**src/rtl/lcd_clock_bcd.sv**
```systemverilog
// HH:MM:SS BCD real-time clock advanced by a sampled 2 Hz strobe, with load,
// pause, colon-blink and LCD refresh pulses. Single clock domain.
module lcd_clock_bcd #(
  parameter int unsigned EDGES_PER_SEC = 2
) (
  input  logic       clk,
  input  logic       rst,
  input  logic       q2hz,
  input  logic       en,
  input  logic       load,
  input  logic [7:0] ld_hh,
  input  logic [7:0] ld_mm,
  input  logic [7:0] ld_ss,
  output logic [3:0] hh_t,
  output logic [3:0] hh_u,
  output logic [3:0] mm_t,
  output logic [3:0] mm_u,
  output logic [3:0] ss_t,
  output logic [3:0] ss_u,
  output logic       colon,
  output logic       sec_tick,
  output logic       upd,
  output logic       ld_err
);

  localparam int unsigned PhaseW = (EDGES_PER_SEC > 1) ? $clog2(EDGES_PER_SEC) : 1;
  localparam logic [PhaseW-1:0] PhaseMax  = PhaseW'(EDGES_PER_SEC - 1);
  localparam logic [PhaseW-1:0] PhaseHalf = PhaseW'(EDGES_PER_SEC / 2);
  localparam logic [PhaseW-1:0] PhaseOne  = PhaseW'(1);

  // Time packed as {hh_t, hh_u, mm_t, mm_u, ss_t, ss_u}.
  logic [23:0]       time_q, time_d, time_inc;
  logic [PhaseW-1:0] phase_q, phase_d;
  logic              s1_q, s2_q, s3_q;
  logic              colon_q, colon_d;
  logic              tick_q, tick_d;
  logic              upd_q, upd_d;
  logic              err_q, err_d;
  logic              q_edge;
  logic              ld_valid;
  logic              ld_ok;

  assign q_edge = s2_q & ~s3_q;

  assign ld_valid = (ld_hh <= 8'h23) && (ld_hh[3:0] <= 4'd9) &&
                    (ld_mm[7:4] <= 4'd5) && (ld_mm[3:0] <= 4'd9) &&
                    (ld_ss[7:4] <= 4'd5) && (ld_ss[3:0] <= 4'd9);

  // One-second increment with the full carry chain resolved in a single cycle.
  always_comb begin
    logic [3:0] ht, hu, mt, mu, st, su;
    logic       c0, c1, c2, c3;
    {ht, hu, mt, mu, st, su} = time_q;
    c0 = (su == 4'd9);
    c1 = c0 && (st == 4'd5);
    c2 = c1 && (mu == 4'd9);
    c3 = c2 && (mt == 4'd5);
    time_inc = time_q;
    time_inc[3:0]   = c0 ? 4'd0 : su + 4'd1;
    time_inc[7:4]   = c0 ? (c1 ? 4'd0 : st + 4'd1) : st;
    time_inc[11:8]  = c1 ? (c2 ? 4'd0 : mu + 4'd1) : mu;
    time_inc[15:12] = c2 ? (c3 ? 4'd0 : mt + 4'd1) : mt;
    if (c3) begin
      if ({ht, hu} == 8'h23) begin
        time_inc[23:16] = 8'h00;
      end else if (hu == 4'd9) begin
        time_inc[23:16] = {ht + 4'd1, 4'd0};
      end else begin
        time_inc[23:16] = {ht, hu + 4'd1};
      end
    end
  end

  always_comb begin
    time_d  = time_q;
    phase_d = phase_q;
    tick_d  = 1'b0;
    err_d   = 1'b0;
    ld_ok   = 1'b0;
    // A load, valid or not, swallows any coincident 2 Hz edge.
    if (load) begin
      if (ld_valid) begin
        time_d  = {ld_hh, ld_mm, ld_ss};
        phase_d = '0;
        ld_ok   = 1'b1;
      end else begin
        err_d = 1'b1;
      end
    end else if (q_edge && en) begin
      if (phase_q == PhaseMax) begin
        phase_d = '0;
        time_d  = time_inc;
        tick_d  = 1'b1;
      end else begin
        phase_d = phase_q + PhaseOne;
      end
    end
    colon_d = !en || (EDGES_PER_SEC == 1) || (phase_d < PhaseHalf);
    upd_d   = ld_ok || (time_d != time_q) || (colon_d != colon_q);
  end

  always_ff @(posedge clk) begin
    if (rst) begin
      s1_q    <= 1'b0;
      s2_q    <= 1'b0;
      s3_q    <= 1'b0;
      time_q  <= '0;
      phase_q <= '0;
      colon_q <= 1'b1;
      tick_q  <= 1'b0;
      upd_q   <= 1'b0;
      err_q   <= 1'b0;
    end else begin
      s1_q    <= q2hz;
      s2_q    <= s1_q;
      s3_q    <= s2_q;
      time_q  <= time_d;
      phase_q <= phase_d;
      colon_q <= colon_d;
      tick_q  <= tick_d;
      upd_q   <= upd_d;
      err_q   <= err_d;
    end
  end

  assign {hh_t, hh_u, mm_t, mm_u, ss_t, ss_u} = time_q;
  assign colon    = colon_q;
  assign sec_tick = tick_q;
  assign upd      = upd_q;
  assign ld_err   = err_q;

endmodule

```
**config.mk**
```make
export PLATFORM = sky130hd
export DESIGN_NAME = lcd_clock_bcd
export DESIGN_NICKNAME = d
export VERILOG_FILES = /design/src/rtl/lcd_clock_bcd.sv
export SDC_FILE = /design/constraint.sdc
export NUM_CORES = 1
export LEC_CHECK = 0
export ABC_CLOCK_PERIOD_IN_PS = 2200
export CAP_MARGIN = 20
export CORE_ASPECT_RATIO = 0.5
export CORE_MARGIN = 2
export CORE_UTILIZATION = 40
export DETAILED_ROUTE_END_ITERATION = 10
export DONT_BUFFER_PORTS = 1
export PLACE_DENSITY = 0.58
export SLEW_MARGIN = 20
export SYNTH_ARGS = -nofsm -noshare
export SYNTH_HDL_FRONTEND = slang
export SYNTH_SLANG_ARGS = --single-unit
```
**constraint.sdc**
```tcl
create_clock -name clk -period 2.2 [get_ports clk]
set_clock_uncertainty 0.15 [all_clocks]
set_input_delay 0.44 -clock clk [delete_from_list [all_inputs] [get_ports clk]]
set_output_delay 0.44 -clock clk [all_outputs]
set_load 0.02 [all_outputs]
```
-- Yosys cells after proc, flatten, opt, wreduce, memory -nomap -nowiden
Cells that the tools add are included.
- output and inout port bits: 28
- bits in registers: 32
- logic and storage cells: 72
- input bits: 29
- equal/unequal tests: 8
- order comparisons: 7
- add/subtract/negate cells: 7
- mux-type cells: 22
- bitwise logic cells: 4
- reduce and logical (&&, ||, !) cells: 15
- operators with widths (operator ; count):
    24-bit two-way mux ; 4
    4-bit two-way mux ; 7
    4-bit by 1-bit adder with 4-bit output (second input constant) ; 6
    8-bit two-way mux ; 3
    24-bit != test ; 1
    4-bit == test (second input constant) ; 3
    4-bit <= comparator (second input constant) ; 3
    1-bit logical AND ; 9
    4-bit by 3-bit == test with 1-bit output (second input constant) ; 2
    8-bit by 6-bit == test with 1-bit output (second input constant) ; 1
    4-bit by 3-bit <= comparator with 1-bit output (second input constant) ; 2
    8-bit by 6-bit <= comparator with 1-bit output (second input constant) ; 1
    1-bit two-way mux ; 8
    1-bit logical OR ; 3
    1-bit inverter ; 3
    3-bit OR reduction ; 1
    2-bit OR reduction ; 1
    1-bit adder (second input constant) ; 1
    1-bit bitwise AND ; 1
    1-bit zero test ; 1
    1-bit less-than comparator (second input constant) ; 1
    1-bit != test ; 1

-- Depth between registers and ports, before layout
Gate-level depths: netlist of the first run.
- word-level depth: 12
- gate-level depth with buffers: 9
- depth with buffers taken out: 7

-- Least setup slack after synthesis of the first run
OpenSTA, ideal clock, no wires.
- path kind: reg-to-reg
- from: register time_q[16]
- to: register time_q[22]
- period minus slack after synthesis: 2.169 ns
- required time: 1.930 ns
- slack: 0.031 ns
- setup time: 0.120 ns
- path buffers: 0
- data arrival time: 1.900 ns
- cell stages (with the launch flop): 7
- path through: dfxtp_1 ha_1 or4b_4 or3_4 nor2_1 nor4b_1 a211o_1
- longest elaborated chain between the ends: 7
- elaborated cells on any way between the ends: 8
- classes of those cells: eq/ne: 2; mux: 6
- RTL lines (what ; line ; RTL):
    from (decl) ; 32 ; logic [23:0] time_q, time_d, time_inc;
    from (signal assigned) ; 117 ; time_q <= time_d;
    4-bit == test ; 66 ; end else if (hu == 4'd9) begin
    8-bit two-way mux ; 66 ;
    8-bit two-way mux (*) ; 64 ; if ({ht, hu} == 8'h23) begin
    8-bit two-way mux (*) ; 63 ; if (c3) begin
    24-bit two-way mux (*) ; 90 ; if (phase_q == PhaseMax) begin
    24-bit two-way mux (*) ; 89 ; end else if (q_edge && en) begin
    24-bit two-way mux (*) ; 81 ; if (load) begin
Every way passes the cells marked *; elsewhere a longest branch is shown, timed or not.
A chain may end at the register's enable or synchronous reset.

-- Worst setup path after layout of the first run
- from: register time_q[16]
- to: register time_q[18]
- longest elaborated chain between the ends: 7
- elaborated cells on any way between the ends: 9
- classes of those cells: add/sub: 1; eq/ne: 2; mux: 6
- RTL lines (what ; line):
    4-bit by 1-bit adder with 4-bit output or 4-bit == test (tied branches) ; 69, 66
    8-bit two-way mux ; 66
    8-bit two-way mux (*) ; 64
    8-bit two-way mux (*) ; 63
    24-bit two-way mux (*) ; 90
    24-bit two-way mux (*) ; 89
    24-bit two-way mux (*) ; 81
Marks and branches as above.

==> out/results.tsv, run 1 <==
metric	value	unit
status	finished clean	
Remaining DRCs	0	
WL/cell	17.2	um
top-count cell post-synth	dfxtp_1	
Yosys top cell area share	30.9	%
Routed Antenna Nets	0	
grt total ovfl	0	
Post-CTS Hold Buffers	0	
First DRT Iteration DRCs	107	
post-synthesis adder-cell area fraction	6.04	%
critical path class	register to register	
Final setup viols	0	
largest fanout on the critical path	5	
average cell area after synthesis	8.39	um2
ant diodes	0	
Synth Flop Type	dfxtp_1	
yosys warns	0	
f_max	490	MHz
sequential share of the synthesized area	30.9	%
post-synthesis simple-gate area fraction	31.5	%
Setup crit start kind	register	
CTS Buf Count	5	
Skew-Pair Late Insertion Delay	280	ps
r2r startpoint	time_q[16]	
Tot GR Track Use	21.9	%
asr flop ratio synth	0	%
Register Area	641	um2
worst path arrival time	2040	ps
drt total wl	5.95	mm
Worst Hold Launch	rst	
max_cap viols	0	
dpl cells	340	
post-synthesis cell count	247	
pwr dens	492	nW/um2
post-layout min period	2040	ps
Initial Util	41.8	%
multi-input logic area	1340	um2
row count	18	
Synth-to-Final Area Change	18.0	%
cts repair resizes	0	
synth unique cells	61	
CTS tree	done	
fin nets	316	
CTS H-Tree Depth	2	
Hold Path Class	input port to register	
Final Max Slew Viols	0	
setup bufs post-CTS	0	
R2R Path End	time_q[18]	
Seq cells post-synth	32	
synthesized cell area	2070	um2
vias	2034	
vias in the first global route	1906	
RSZ-0062 raised after global routing	false	
die area	5810	um2
fillcell total	489	
Final Hold Viols	0	
TritonRoute pass-1 iters	4	
Die W	106	um
clk sink count	32	
synthesized net count	286	
hold path depth	1	
Hold Path Sink	time_q[16]	
DPL Wire Length	4.47	mm
antenna violations before repair	0	
FF-to-FF setup slack	160	ps
IO Pins	57	
placed cell area	2360	um2
endpoint type of the worst setup path	register	
post-synthesis compound-gate area fraction	23.0	%
largest family of logic cells by synthesized area	simple AND/OR/NAND/NOR gates	
P_leak	0.947	nW
maximum vdd drop	0.000181	V
Final Non-Filler Cells	345	
share of cells above drive strength 1	21.8	%
Core Region	4950	um2
Clk pin slew, worst setup/hold paths	70	ps
total power	1.20	mW
Rel. slew slack	72.1	%
top cells by count, synth	32 x dfxtp_1, 28 x nand2_1, 19 x nor2_1	
Root Driver	clkbuf_8	
first-pass GRT wire length	9.65	mm
Final Cycle Share	92.8	%
die extent in y	54.9	um
xor and xnor area share after synthesis	1.69	%
hold slack final	79.2	ps
Post-synth EDFFs	0	
Setup TNS Final	0	ps
CTS Buffer Depth	2	
worst reg-to-reg path cell count	6	
top cells by area, synth	dfxtp_1 31%, ha_1 6.0%, nand2_1 5.1%	
mux cell area share after synthesis	1.99	%
Avg Vias per Cell	5.90	
largest net degree at the start of global routing	32	
gpl congestion	0.832	
Port Buffers	0	
Synth area leader	dfxtp_1	
WP data required	2200	ps
Tightest Pin Transition	419	ps
Final Instance Area	2440	um2
-- state kept, by name (all words and copies together), names as in the netlist --
signal,count
s2_q,1
s3_q,1
upd,1
sec_tick,1
colon,1
s1_q,1
ld_err,1
time_q,24
phase_q,1
-- worst max-delay path by stage --
stage / cells after the start / from / end / slack (ps)
2_1_floorplan: 6 / time_q[16] / time_q[22] / 30
3_3_place_gp: 6 / time_q[16] / time_q[18] / 150
3_5_place_dp: 7 / time_q[5] / time_q[20] / 100
4_1_cts: 7 / time_q[5] / time_q[20] / 80
5_1_grt: 6 / time_q[16] / time_q[18] / 50
6_report: 6 / time_q[16] / time_q[18] / 160
-- stage by stage --
step                util (%)  setup slack [ps]
finish                  49.3               159
global route            49.3              47.9
CTS                     49.1              77.3
detailed placement      47.7              99.3
global placement        47.7               149
floorplan                  -              30.5
-- logic make-up after synthesis --
kind of cell / after synthesis
xor+xnor: 4
compound gates: 64
flops: 32
buf+inv: 23
simple gates: 110
mux: 4
fa+ha+maj: 10
-- placed cells by master (no fill, tap or decap), drive strengths merged, types with 2 or more instances in the layout --
cell    count
nor4        4
nor2       20
inv        11
and3        5
a31oi       4
nor2b       4
and3b       4
a21boi      2
nand2      28
nand3b      3
o221a       4
o31ai       2
ha         10
xor2        3
a221oi      3
mux2i       3
a21oi      10
nor3       13
a311oi     10
dfxtp      32
o21ai      12
a211oi      6
nand4       5
buf        35
o311a       2
nor3b       2
clkbuf      5
nand3      12
and4bb      2
-- critical path, cell delays in order (launching register included) --
cell and delay, ps:
dfxtp_1 340, ha_1 200, or4b_4 500, o311ai_4 340
nor2_1 110, a31oi_1 180, a221oi_1 100
-- power breakdown --
group | leakage (nW) | switching [mW] | internal [mW]
clock | 0.0359 | 0.213 | 0.204
combinational | 0.649 | 0.0969 | 0.0727
sequential | 0.262 | 0.0136 | 0.602
total | 0.947 | 0.323 | 0.879
-- area by class of cell --
type | count | area share (%)
multi-input combinational | 192 | 55.0
sequential | 32 | 26.2
timing repair buffer | 35 | 10.7
tap | 70 | 3.58
clock buffer | 5 | 2.81
inverter | 11 | 1.69
-- routing by layer --
metal	up-vias	global-route usage, %	wire length [um]
li1	992	-	-
met5	-	0	0
met4	0	5.92	24
met2	59	34.3	2580
met1	981	29.4	2800
met3	2	7.38	543
No activity file was read; power rests on OpenSTA's default activity.
==> inputs of run 2 (changes only) <==
--- a/config.mk
+++ b/config.mk
@@ -5,14 +5,14 @@
 export SDC_FILE = /design/constraint.sdc
 export NUM_CORES = 1
 export LEC_CHECK = 0
-export ABC_CLOCK_PERIOD_IN_PS = 2200
+export ABC_CLOCK_PERIOD_IN_PS = 2300
 export CAP_MARGIN = 20
 export CORE_ASPECT_RATIO = 0.5
 export CORE_MARGIN = 2
-export CORE_UTILIZATION = 40
+export CORE_UTILIZATION = 55
 export DETAILED_ROUTE_END_ITERATION = 10
 export DONT_BUFFER_PORTS = 1
-export PLACE_DENSITY = 0.58
+export PLACE_DENSITY = 0.7
 export SLEW_MARGIN = 20
 export SYNTH_ARGS = -nofsm -noshare
 export SYNTH_HDL_FRONTEND = slang
==> constraint.sdc (replaced) <==
create_clock -name clk -period 2.3 [get_ports clk]
set_clock_uncertainty 0.15 [all_clocks]
set_input_delay 0.46 -clock clk [delete_from_list [all_inputs] [get_ports clk]]
set_output_delay 0.46 -clock clk [all_outputs]
set_load 0.02 [all_outputs]
==> run 2 against run 1 <==
Sequential power shrank 3.4%. Routed wire length down 1.9%. Final cell count down 7.0%. Design area down 3.1%. Global-route usage rose by 6.1 points. Setup slack better by 15 ps. Critical path type unchanged. Highest routed layer unchanged.
==> out/results.tsv, run 2 (synthesized netlist as in run 1, its figures left out) <==
metric	value	unit	change
TritonRoute pass-1 iters	4		unchanged
RSZ-0062 raised after global routing	false		unchanged
part of the power in registers	49.6	%	was 51.2%
fin nets	308		was 316
Final Max Slew Viols	0		unchanged
Internal Pwr Total	884	uW	was 879 uW
drt total wl	5.83	mm	was 5.95 mm
Hold Path Sink	sec_tick		was time_q[16]
ant diodes	0		unchanged
CTS Buffer Depth	2		unchanged
endpoint type of the worst setup path	register		unchanged
R2R Path End	time_q[20]		was time_q[18]
largest fanout on the critical path	9		was 5
Critical Path, Cell by Cell	ha_1 > and3b_1 > nand4_4 > nor2_4 > a211oi_1 > a2111oi_1		was ha_1 > or4b_4 > o311ai_4 > nor2_1 > a31oi_1 > a221oi_1
maximum vdd drop	0.000289	V	was 0.000181 V
CTS H-Tree Depth	2		unchanged
Final setup viols	0		unchanged
dpl cells	313		was 340
Tightest Pin Transition	496	ps	was 419 ps
Clock power frac	37.7	%	was 34.7%
CTS Buf Count	5		unchanged
WP data required	2310	ps	was 2200 ps
row count	15		was 18
vias	2018		was 2,034
worst path arrival time	2130	ps	was 2040 ps
critical path class	register to register		unchanged
Top delay family on crit path	simple AND/OR/NAND/NOR gates		was compound AO/OA/AOI/OAI gates
Skew-Pair Late Insertion Delay	280	ps	about the same
Comb power frac	12.6	%	was 14.1%
gpl congestion	0.922		was 0.832
setup bufs post-CTS	0		unchanged
WL/cell	18.2	um	was 17.2 um
Synth-to-Final Area Change	14.4	%	was 18.0%
Remaining DRCs	0		unchanged
Bufs and invs on worst path	0		unchanged
First DRT Iteration DRCs	80		was 107
largest net degree at the start of global routing	32		unchanged
Rel. slew slack	66.9	%	was 72.1%
first-pass GRT wire length	9.11	mm	was 9.65 mm
fin util	67.2	%	was 49.3%
Port Buffers	0		unchanged
status	finished clean		unchanged
hold path depth	1		unchanged
Stages on worst setup path	6		unchanged
die area	4300	um2	was 5810 um2
Avg Vias per Cell	6.29		was 5.90
CTS tree	done		unchanged
worst reg-to-reg path cell count	6		unchanged
CP peak stage delay	410	ps	was 500 ps
commonest non-fill, non-tap cells in the layout	32 x dfxtp_1, 28 x nand2_1, 27 x buf_4		was 35 x buf_4, 32 x dfxtp_1, 28 x nand2_1
Root Driver	clkbuf_8		unchanged
vias in the first global route	1809		was 1,906
Post-CTS Hold Buffers	0		unchanged
r2r startpoint	time_q[4]		was time_q[16]
cts repair resizes	0		unchanged
grt total ovfl	0		unchanged
Routed Antenna Nets	0		unchanged
IO Pins	57		unchanged
Worst Hold Launch	rst		unchanged
max reg flops	24		unchanged
Setup crit start kind	register		unchanged
share of cells above drive strength 1	18.9	%	was 21.8%
hold slack final	94.1	ps	was 79.2 ps
Initial Util	58.7	%	was 41.8%
die extent in y	47.4	um	was 54.9 um
Hold Path Class	input port to register		unchanged
commonest non-fill, non-tap cell in the layout	dfxtp_1		was buf_4
Switching Share	26.3	%	was 26.9%
antenna violations before repair	0		unchanged
Final Hold Viols	0		unchanged
P_leak	0.914	nW	was 0.947 nW
DPL Wire Length	4.36	mm	was 4.47 mm
Tot GR Track Use	28.0	%	was 21.9%
Clk pin slew, worst setup/hold paths	70	ps	about the same
Final Non-Filler Cells	321		was 345
pwr dens	506	nW/um2	was 492 nW/um2
register with the most flip-flops	time_q		unchanged
post-layout min period	2130	ps	was 2040 ps
Die W	90.8	um	was 106 um
f_max	470	MHz	was 490 MHz
Setup TNS Final	0	ps	unchanged
FF-to-FF setup slack	170	ps	was 160 ps
Core Region	3530	um2	was 4950 um2
Final Cycle Share	92.4	%	was 92.8%
clk sink count	32		unchanged
slowest stage cell, crit path	and3b_1		was or4b_4
max_cap viols	0		unchanged
P_sw	315	uW	was 323 uW
-- run 2: stage by stage --
stage | power [mW] | cell area, um2 | setup slack (ps)
after floorplan | 0.720 | 2070 | 131
after global placement | 0.752 | 2280 | 313
after detailed placement | 0.757 | 2280 | 225
after CTS | 1.20 | 2370 | 183
after global routing | 1.25 | 2370 | 21.7
final | 1.20 | 2370 | 174
-- run 2: final cells by class --
class                      instances  area [um2]
multi-input combinational        192        1330
tap                               51        63.8
clock buffer                       8        90.1
fill                             316        1160
inverter                          11        41.3
sequential                        32         641
timing repair buffer              27         203
-- run 2: per-layer routing --
layer	vias to the layer above	global-route usage, %	part of all wire, %
li1	979	-	-
met1	944	36.3	44
met2	93	44.6	43
met3	2	12.4	12
met4	0	5.76	0.24
met5	-	0	0
-- run 2: power by group through the flow --
| stage | Combinational, mW | Sequential (mW) | Clock (mW) |
|---|---|---|---|
| after floorplan | 0.0845 | 0.635 | 0 |
| after global placement | 0.145 | 0.607 | 0 |
| after detailed placement | 0.149 | 0.607 | 0 |
| after CTS | 0.150 | 0.595 | 0.456 |
| after global routing | 0.165 | 0.597 | 0.488 |
| final | 0.151 | 0.595 | 0.453 |
-- run 2: worst register-to-register path, stage by stage, from the launching register on --
cell and delay [ps]:
dfxtp_1 340, ha_1 170, and3b_1 410, nand4_4 250, nor2_4 200, a211oi_1 100, a2111oi_1 390
-- run 2: worst max-delay path by stage --
stage                     from          to  slack, ps
finish               time_q[4]  time_q[20]        170
global route         time_q[5]  time_q[20]         20
CTS                  time_q[4]  time_q[20]        180
detailed placement  time_q[16]  time_q[19]        220
global placement      ld_ss[1]   time_q[6]        310
floorplan           time_q[16]  time_q[22]        130
